**config.mk**
```make
export PLATFORM = sky130hd
export DESIGN_NAME = controller_rom_loader_flat
export DESIGN_NICKNAME = d
export VERILOG_FILES = /design/src/rtl/controller_rom_loader_if.sv /design/src/rtl/controller_rom_loader.sv /design/src/flat_wrapper.sv
export SDC_FILE = /design/constraint.sdc
export NUM_CORES = 1
export LEC_CHECK = 0
export BUFFER_PORTS_ARGS = -buffer_cell sky130_fd_sc_hd__buf_4
export CORE_ASPECT_RATIO = 1.2
export CORE_MARGIN = 2
export CORE_UTILIZATION = 55
export CTS_CLUSTER_DIAMETER = 150
export CTS_CLUSTER_SIZE = 20
export DETAILED_ROUTE_END_ITERATION = 16
export PLACE_DENSITY_LB_ADDON = 0.25
export SETUP_SLACK_MARGIN = 0.5
export SYNTH_ARGS = -nofsm -noshare
export SYNTH_HDL_FRONTEND = slang
export SYNTH_SLANG_ARGS = --single-unit
```
**constraint.sdc**
```tcl
create_clock -name clk -period 3.55 [get_ports clk]
set_input_delay 0.1775 -clock clk [delete_from_list [all_inputs] [get_ports clk]]
set_output_delay 0.1775 -clock clk [all_outputs]
set_load 0.05 [all_outputs]
```
**src/rtl/controller_rom_loader_if.sv**
```systemverilog
// rtl/controller_rom_loader_if.sv - byte download stream, control and RAM write port bundle
// The loader attaches through the slave modport; the download front end and RAM side use master.
interface controller_rom_loader_if #(
  parameter int ADDR_WIDTH = 15
);
  logic                  start;
  logic                  abort;
  logic [ADDR_WIDTH-1:0] base_addr;
  logic                  in_valid;
  logic                  in_ready;
  logic [7:0]            in_data;
  logic                  in_last;
  logic                  mem_we;
  logic [3:0]            mem_bytesel;
  logic [ADDR_WIDTH-1:0] mem_addr;
  logic [31:0]           mem_d;
  logic                  busy;
  logic                  done;
  logic                  overflow;
  logic [ADDR_WIDTH+1:0] byte_count;

  modport slave (
    input  start, abort, base_addr, in_valid, in_data, in_last,
    output in_ready, mem_we, mem_bytesel, mem_addr, mem_d, busy, done, overflow, byte_count
  );

  modport master (
    output start, abort, base_addr, in_valid, in_data, in_last,
    input  in_ready, mem_we, mem_bytesel, mem_addr, mem_d, busy, done, overflow, byte_count
  );
endinterface

```
**src/rtl/controller_rom_loader.sv**
```systemverilog
// rtl/controller_rom_loader.sv - packs a byte stream big-endian into byte-enabled 32-bit RAM writes
// Lane 0 is the most significant byte; a trailing partial word is written with only its filled lanes.
module controller_rom_loader #(
  parameter int ADDR_WIDTH = 15
) (
  input  logic                     clk,
  input  logic                     reset_n,
  controller_rom_loader_if.slave   bus
);
  localparam int CW = ADDR_WIDTH + 2;

  typedef enum logic [1:0] {
    ST_IDLE = 2'd0,
    ST_LOAD = 2'd1,
    ST_DONE = 2'd2
  } state_t;

  state_t                state_q, state_d;
  logic [ADDR_WIDTH-1:0] ptr_q, ptr_d;
  logic [1:0]            lane_q, lane_d;
  logic [31:0]           pack_q, pack_d;
  logic                  full_q, full_d;
  logic                  overflow_q, overflow_d;
  logic [CW-1:0]         byte_count_q, byte_count_d;
  logic                  mem_we_q, mem_we_d;
  logic [3:0]            mem_bytesel_q, mem_bytesel_d;
  logic [ADDR_WIDTH-1:0] mem_addr_q, mem_addr_d;
  logic [31:0]           mem_d_q, mem_d_d;
  logic                  busy_q, done_q;

  logic        accept;
  logic [31:0] lane_word;
  logic [31:0] word;
  logic [3:0]  lane_mask;

  assign accept = bus.in_valid && busy_q;

  always_comb begin
    lane_word = 32'h0;
    lane_mask = 4'h0;
    case (lane_q)
      2'd0: begin lane_word = {bus.in_data, 24'h0};       lane_mask = 4'b0001; end
      2'd1: begin lane_word = {8'h0, bus.in_data, 16'h0}; lane_mask = 4'b0011; end
      2'd2: begin lane_word = {16'h0, bus.in_data, 8'h0}; lane_mask = 4'b0111; end
      default: begin lane_word = {24'h0, bus.in_data};    lane_mask = 4'b1111; end
    endcase
    word = pack_q | lane_word;
  end

  always_comb begin
    state_d       = state_q;
    ptr_d         = ptr_q;
    lane_d        = lane_q;
    pack_d        = pack_q;
    full_d        = full_q;
    overflow_d    = overflow_q;
    byte_count_d  = byte_count_q;
    mem_we_d      = 1'b0;
    mem_bytesel_d = mem_bytesel_q;
    mem_addr_d    = mem_addr_q;
    mem_d_d       = mem_d_q;

    case (state_q)
      ST_IDLE, ST_DONE: begin
        if (bus.start) begin
          state_d      = ST_LOAD;
          ptr_d        = bus.base_addr;
          lane_d       = 2'd0;
          pack_d       = 32'h0;
          full_d       = 1'b0;
          overflow_d   = 1'b0;
          byte_count_d = '0;
        end
      end
      ST_LOAD: begin
        if (bus.abort) begin
          state_d = ST_IDLE;
          pack_d  = 32'h0;
        end else if (accept) begin
          if (byte_count_q != '1) begin
            byte_count_d = byte_count_q + CW'(1);
          end
          lane_d = lane_q + 2'd1;
          // Once the top word has been written, later bytes are only counted.
          if (full_q) begin
            overflow_d = 1'b1;
          end else if (lane_q == 2'd3 || bus.in_last) begin
            mem_we_d      = 1'b1;
            mem_bytesel_d = lane_mask;
            mem_addr_d    = ptr_q;
            mem_d_d       = word;
            ptr_d         = ptr_q + ADDR_WIDTH'(1);
            pack_d        = 32'h0;
            if (ptr_q == '1) begin
              full_d = 1'b1;
            end
          end else begin
            pack_d = word;
          end
          if (bus.in_last) begin
            state_d = ST_DONE;
          end
        end
      end
      default: state_d = ST_IDLE;
    endcase
  end

  always_ff @(posedge clk or negedge reset_n) begin
    if (!reset_n) begin
      state_q       <= ST_IDLE;
      ptr_q         <= '0;
      lane_q        <= 2'd0;
      pack_q        <= 32'h0;
      full_q        <= 1'b0;
      overflow_q    <= 1'b0;
      byte_count_q  <= '0;
      mem_we_q      <= 1'b0;
      mem_bytesel_q <= 4'h0;
      mem_addr_q    <= '0;
      mem_d_q       <= 32'h0;
      busy_q        <= 1'b0;
      done_q        <= 1'b0;
    end else begin
      state_q       <= state_d;
      ptr_q         <= ptr_d;
      lane_q        <= lane_d;
      pack_q        <= pack_d;
      full_q        <= full_d;
      overflow_q    <= overflow_d;
      byte_count_q  <= byte_count_d;
      mem_we_q      <= mem_we_d;
      mem_bytesel_q <= mem_bytesel_d;
      mem_addr_q    <= mem_addr_d;
      mem_d_q       <= mem_d_d;
      busy_q        <= (state_d == ST_LOAD);
      done_q        <= (state_d == ST_DONE);
    end
  end

  assign bus.in_ready    = busy_q;
  assign bus.busy        = busy_q;
  assign bus.done        = done_q;
  assign bus.overflow    = overflow_q;
  assign bus.byte_count  = byte_count_q;
  assign bus.mem_we      = mem_we_q;
  assign bus.mem_bytesel = mem_bytesel_q;
  assign bus.mem_addr    = mem_addr_q;
  assign bus.mem_d       = mem_d_q;
endmodule

```
**src/flat_wrapper.sv**
```systemverilog
// flat-port wrapper written by rule: the top's interface ports become plain ports
module controller_rom_loader_flat 
#(
  parameter int ADDR_WIDTH = 15
)
  (clk, reset_n, bus_start, bus_abort, bus_base_addr, bus_in_valid, bus_in_data, bus_in_last, bus_in_ready, bus_mem_we, bus_mem_bytesel, bus_mem_addr, bus_mem_d, bus_busy, bus_done, bus_overflow, bus_byte_count);
  controller_rom_loader_if #(.ADDR_WIDTH(ADDR_WIDTH)) bus_i ();
  input  logic clk;
  input  logic reset_n;
  input wire logic [$bits(bus_i.start)-1:0] bus_start;
  input wire logic [$bits(bus_i.abort)-1:0] bus_abort;
  input wire logic [$bits(bus_i.base_addr)-1:0] bus_base_addr;
  input wire logic [$bits(bus_i.in_valid)-1:0] bus_in_valid;
  input wire logic [$bits(bus_i.in_data)-1:0] bus_in_data;
  input wire logic [$bits(bus_i.in_last)-1:0] bus_in_last;
  output wire logic [$bits(bus_i.in_ready)-1:0] bus_in_ready;
  output wire logic [$bits(bus_i.mem_we)-1:0] bus_mem_we;
  output wire logic [$bits(bus_i.mem_bytesel)-1:0] bus_mem_bytesel;
  output wire logic [$bits(bus_i.mem_addr)-1:0] bus_mem_addr;
  output wire logic [$bits(bus_i.mem_d)-1:0] bus_mem_d;
  output wire logic [$bits(bus_i.busy)-1:0] bus_busy;
  output wire logic [$bits(bus_i.done)-1:0] bus_done;
  output wire logic [$bits(bus_i.overflow)-1:0] bus_overflow;
  output wire logic [$bits(bus_i.byte_count)-1:0] bus_byte_count;
  assign bus_i.start = bus_start;
  assign bus_i.abort = bus_abort;
  assign bus_i.base_addr = bus_base_addr;
  assign bus_i.in_valid = bus_in_valid;
  assign bus_i.in_data = bus_in_data;
  assign bus_i.in_last = bus_in_last;
  assign bus_in_ready = bus_i.in_ready;
  assign bus_mem_we = bus_i.mem_we;
  assign bus_mem_bytesel = bus_i.mem_bytesel;
  assign bus_mem_addr = bus_i.mem_addr;
  assign bus_mem_d = bus_i.mem_d;
  assign bus_busy = bus_i.busy;
  assign bus_done = bus_i.done;
  assign bus_overflow = bus_i.overflow;
  assign bus_byte_count = bus_i.byte_count;
  controller_rom_loader #(.ADDR_WIDTH(ADDR_WIDTH)) u_core (.clk(clk), .reset_n(reset_n), .bus(bus_i));
endmodule
```
## Word level (Yosys, flattened, before mapping)

Cells that the tools add are included.

- $add $sub $neg: 3
- Eq/ne operators: 18
- Multiplexer cells: 44
- Bitwise gates (word level): 3
- Reduce and logical (&&, ||, !) cells: 12

Operator list:

| cell | number |
|---|---|
| $mux 32 | 5 |
| $pmux 32 s3 | 1 |
| $mux 15 | 5 |
| $mux 17 | 4 |
| $pmux 32 s2 | 1 |
| $pmux 17 s2 | 1 |
| $or 32x32->32 | 1 |
| $pmux 15 s2 | 1 |
| $add 17x1->17 const B | 1 |
| $ne 17x17->1 const B | 1 |
| $add 15x1->15 const B | 1 |
| $eq 15x15->1 const B | 1 |
| $reduce_and 5->1 | 3 |
| $mux 1 | 14 |
| $mux 2 | 7 |
| $pmux 4 s3 | 1 |
| $eq 2x2->1 const B | 4 |
| $ne 2x1->1 const B | 4 |
| $pmux 2 s2 | 2 |
| $reduce_and 4->1 | 2 |
| $eq 2x1->1 const B | 3 |
| $ne 2x2->1 const B | 3 |
| $reduce_and 6->1 | 1 |
| $logic_not 2->1 | 2 |
| 9 further kinds | 11 |

- Bits in registers: 124
- Input port bits: 29
- Output and inout bits: 73
- Logic and storage cells: 93

## Depth between registers and ports, before layout

- Depth after elaboration: 8
- Mapped depth: 9
- Depth with buffers taken out: 7

## Worst setup path before layout

OpenSTA, ideal clock, no wires.

- Path type: flip-flop to flip-flop
- Start point: register u_core.byte_count_q[9], in the netlist u_core.bus.byte_count[9]
- End point: register u_core.byte_count_q[13], in the netlist u_core.bus.byte_count[13]
- Setup time: 120 ps
- Arrival: 2656 ps
- Required time: 3430 ps
- Slack: 774 ps
- Stages on the path, launching flop included: 8
- Buffers on the path: 0
- Clock period less this slack: 2776 ps
- Path through: dfrtp_1 and4_1 and3_1 and4_1 ha_1 a2111oi_1 a31oi_1 a41o_1

- Cells in the longest elaborated chain, start to end: 5
- Elaborated cells between the ends (all ways): 8
- Classes of those cells: add/sub: 1; eq/ne: 2; mux: 4; reduce/logical: 1

Ends and longest elaborated chain:

| element | RTL line | text |
|---|---|---|
| start, declared | controller_rom_loader.sv:24 | `logic [CW-1:0] byte_count_q, byte_count_d;` |
| start signal, assigned | controller_rom_loader.sv:131 | `byte_count_q <= byte_count_d;` |
| $add 17x1->17 | controller_rom_loader.sv:81 | `byte_count_d = byte_count_q + CW'(1);` |
| $mux 17 | controller_rom_loader.sv:80 | `if (byte_count_q != '1) begin` |
| $mux 17 | controller_rom_loader.sv:79 | `end else if (accept) begin` |
| $mux 17 | controller_rom_loader.sv:76 | `if (bus.abort) begin` |
| $pmux 17 s2 | controller_rom_loader.sv:63 | `case (state_q)` |

Several ways; a longest one is shown, not always the timed one. The select of a mux whose other input is x is not followed.
A chain may end at the register's enable or synchronous reset.

## Worst setup path in the final report

- Start point: register u_core.byte_count_q[10], in the netlist u_core.bus.byte_count[10]
- End point: register u_core.byte_count_q[14], in the netlist u_core.bus.byte_count[14]

Same word-level chain as after synthesis.

==> flow_summary.yaml <==
run_status:
  outcome: "finished, final reports clean"
global_routing:
  grt_first_pass_wirelength_um: 21330
  grt_start_max_net_pins: 101
  grt_pass1_vias: 4460
  global_route.overflow_total: 0
  antenna_violations_before_repair: 0
  groute.usage.overall: 0.2521
final_layout:
  mostFrequentLayoutCell: "dfrtp_1"
  layout.nets: 717
  final_util: 0.7004
  layout_common_cells: "124 x dfrtp_1, 107 x buf_4, 98 x nand2_1, 89 x a21oi_1, 59 x o21ai_0"
  stdcell_area_um2: 6940
  layout-area-overhead-vs-synth_pct: 25.64
  drive_above_1_share: 0.2052
  num_antenna_cells: 0
sta:
  finalClockSkew_ps: 10.23
  timing.slew.headroom: 0.2531
  setup-violations-final: 0
  worst_slew_pin_slew_ps: 1120
  post-route-min-period_ps: 2646
  fin_crit_sh: 0.7455
  tns_ps: 0
  final-hold-violation-count: 0
  slew_viol_final: 0
  max_frequency_mhz: 377.9
  setup_repair_after_global_routing_missed_its_margin: "no"
detailed_routing:
  drt_first_pass_iters: 5
  drtIter0Drc: 245
  drt_drc_violations_left: 0
  route.detailed.wl_per_inst_um: 16.00
  postRouteAntennaNets: 0
  route.vias.total: 4749
  post_drt_via_cell_ratio: 5.806
  finalWirelength_um: 13090
setup_path:
  critical-path-max-stage-delay_ps: 550
  timing.reg2reg.worst_path_depth: 7
  worst_ep_required_time_ps: 3880
  setup.reg_to_reg.worst_slack_ps: 900
  crit_path_top_delay_cell: "o31a_1"
  critical_path.startpoint: "u_core.bus.byte_count[10]"
  worst-endpoint-arrival_ps: 2970
  endpoint: "u_core.bus.byte_count[14]"
  timing_worst_setup_path_type: "flop to flop"
  timing.critical_path.cells: "and4_1 -> and3_1 -> and4_1 -> ha_1 -> o31a_1 -> or4_1 -> a21oi_1"
  timing.critical_path.from_type: "flop"
  crit_fanout: 25
  critical-path-top-cell-by-count: "and4_1"
  reg2reg_from: "u_core.bus.byte_count[10]"
  crit_path_end_kind: "flop"
  rr_endpoint: "u_core.bus.byte_count[14]"
pwr:
  total_leakage_power_nw: 3.286
  finalPower_w: 0.005378
  vdd_drop_max_mv: 0.3754
  powerDensity_nw_per_um2: 774.9
floorplan:
  floorplan.die.width_um: 95.49
  starting_utilization_of_the_core_area: 0.5574
  design.die.area_um2: 10860
  num_io_pins: 102
  std_cell_rows: 40
  floorplan_core_area_um2: 9910
  die_h_um: 113.8
placed_design:
  postPlaceCellArea_um2: 6334
  port_buffers: 101
  detailed_place_hpwl_um: 8725
  gp_routability_congestion: 0.8832
clock_tree:
  numCtsBuffers: 17
  cts.htree.levels: 4
  clkLatencyLatePin_ps: 410
  clockRootBuffer: "clkbuf_16"
  clock_tree.buffer_depth: 2
  clock-sinks: 124
  clk_pin_slew_worst_paths_ps: 60
  cts_tree: "yes"
flow_run:
  drv.max_cap_violation_count: 0
yosys:
  number_of_flops_mapped_to_enable_cells_by_yosys: 0
  synth_instances: 591
  synth_ff_type: "dfrtp_1"
  yosys_warnings: 0
  synth.distinct_cells: 50
  postSynthNetCount: 628
  synth_sequential_area_ratio: 0.5617
  synthesis.area_um2: 5524
  syn_area_per_cell_um2: 9.347
  ys_ff_latch: 124
  synthArstFlopShare: 1.000
hold_path:
  timing.hold.worst.class: "primary input to flop"
==> registers in the layout (all words and copies together), names as in the netlist, 2 cells and up <==
| register | cells |
|---|---|
| u_core.bus.mem_d | 32 |
| u_core.pack_q | 32 |
| u_core.bus.byte_count | 17 |
| u_core.bus.mem_addr | 15 |
| u_core.ptr_q | 15 |
| u_core.bus.mem_bytesel | 4 |
| u_core.lane_q | 2 |
| u_core.state_q | 2 |
==> cell families after synthesis <==
family                     Yosys count  synth area share
AOI/OAI and AO/OA                  196            0.2034
adders and majority gates            8           0.01812
buffers and inverters               53           0.04190
DFF                                124            0.5617
muxes                                3          0.005436
and+or+nand+nor                    207            0.1694
==> how the worst min path moves through the flow <==
stage / start / end / slack, ps / depth (start not counted)
4_1_cts: bus_base_addr[1] / u_core.ptr_q[1] / 30 / 3
6_report: bus_base_addr[1] / u_core.ptr_q[1] / 40 / 3
3_3_place_gp: reset_n / u_core.bus.mem_d[10] / 100 / 1
5_1_grt: bus_base_addr[1] / u_core.ptr_q[1] / 70 / 3
2_1_floorplan: reset_n / u_core.bus.busy / -120 / 0
3_5_place_dp: reset_n / u_core.bus.mem_d[11] / 100 / 1
==> per-stage QoR <==
step	setup WS, ps	instances	hold WS, ps
after floorplan	773.7	591	-118.1
after global placement	817.1	785	96.33
after detailed placement	635.5	785	97.31
after CTS	637.0	818	26.16
after global routing	675.9	818	71.67
final	903.6	818	43.24
==> where the power goes <==
group	leakage [nW]	internal (W)	switching, W
clock network	0.286	0.00110	0.000583
logic	1.36	0.000523	0.00119
registers	1.64	0.00172	0.000267
total	3.29	0.00334	0.00204
==> cell usage after synthesis, types with 2 or more instances <==
library cell	count	area share
dfrtp_1	124	0.56
nand2_1	98	0.067
a21oi_1	89	0.081
o21ai_0	59	0.053
nor2_1	48	0.033
clkbuf_1	17	0.012
nand3_1	14	0.013
buf_1	12	0.0082
inv_1	11	0.0075
buf_2	8	0.0072
ha_1	8	0.018
nand4_1	8	0.0091
o31ai_1	7	0.0095
a31oi_1	6	0.0068
nand2b_1	6	0.0068
or3_1	6	0.0068
a221oi_1	5	0.0079
and3_1	5	0.0057
and4_1	5	0.0079
or4_1	5	0.0068
nor2b_1	4	0.0045
o22ai_1	4	0.0045
a22oi_1	3	0.0041
a41o_1	3	0.0054
mux2i_1	3	0.0054
nor3_1	3	0.0027
o21a_1	3	0.0041
buf_4	2	0.0027
buf_6	2	0.0041
o31a_1	2	0.0032
o32ai_1	2	0.0032
==> critical path: cells and delay by family (launching register included) <==
family | cells | cell delay [ps]
AND/OR/NAND/NOR | 4 | 1210
flip-flops | 1 | 420
adder cells (fa/ha/maj) | 1 | 210
AO/OA/AOI/OAI | 2 | 710
==> routing by layer <==
metal | routed length (um) | share of wire | global-route usage | vias up
met4 | 331 | 0.025 | 0.1133 | 0
li1 | - | - | - | 2264
met5 | 0 | 0 | 0 | -
met1 | 5536 | 0.42 | 0.3381 | 2272
met2 | 6403 | 0.49 | 0.3972 | 188
met3 | 815 | 0.062 | 0.05152 | 25
==> timing repair <==
item,CTS,global route
hold buffers,2,0
endpoints found under the hold margin,25,0
setup endpoints to repair,0,15
buffers inserted,0,0
resized for setup,0,2
==> area by class of cell <==
class | instances | area (um2)
flip-flops and latches | 124 | 3103
inverters | 12 | 48.80
repair buffers | 111 | 854.6
clock inverters | 7 | 87.58
well taps | 126 | 157.7
clock buffers | 24 | 491.7
fillers | 772 | 2969
multi-input cells | 414 | 2197
(Power assumes the default switching activity.)
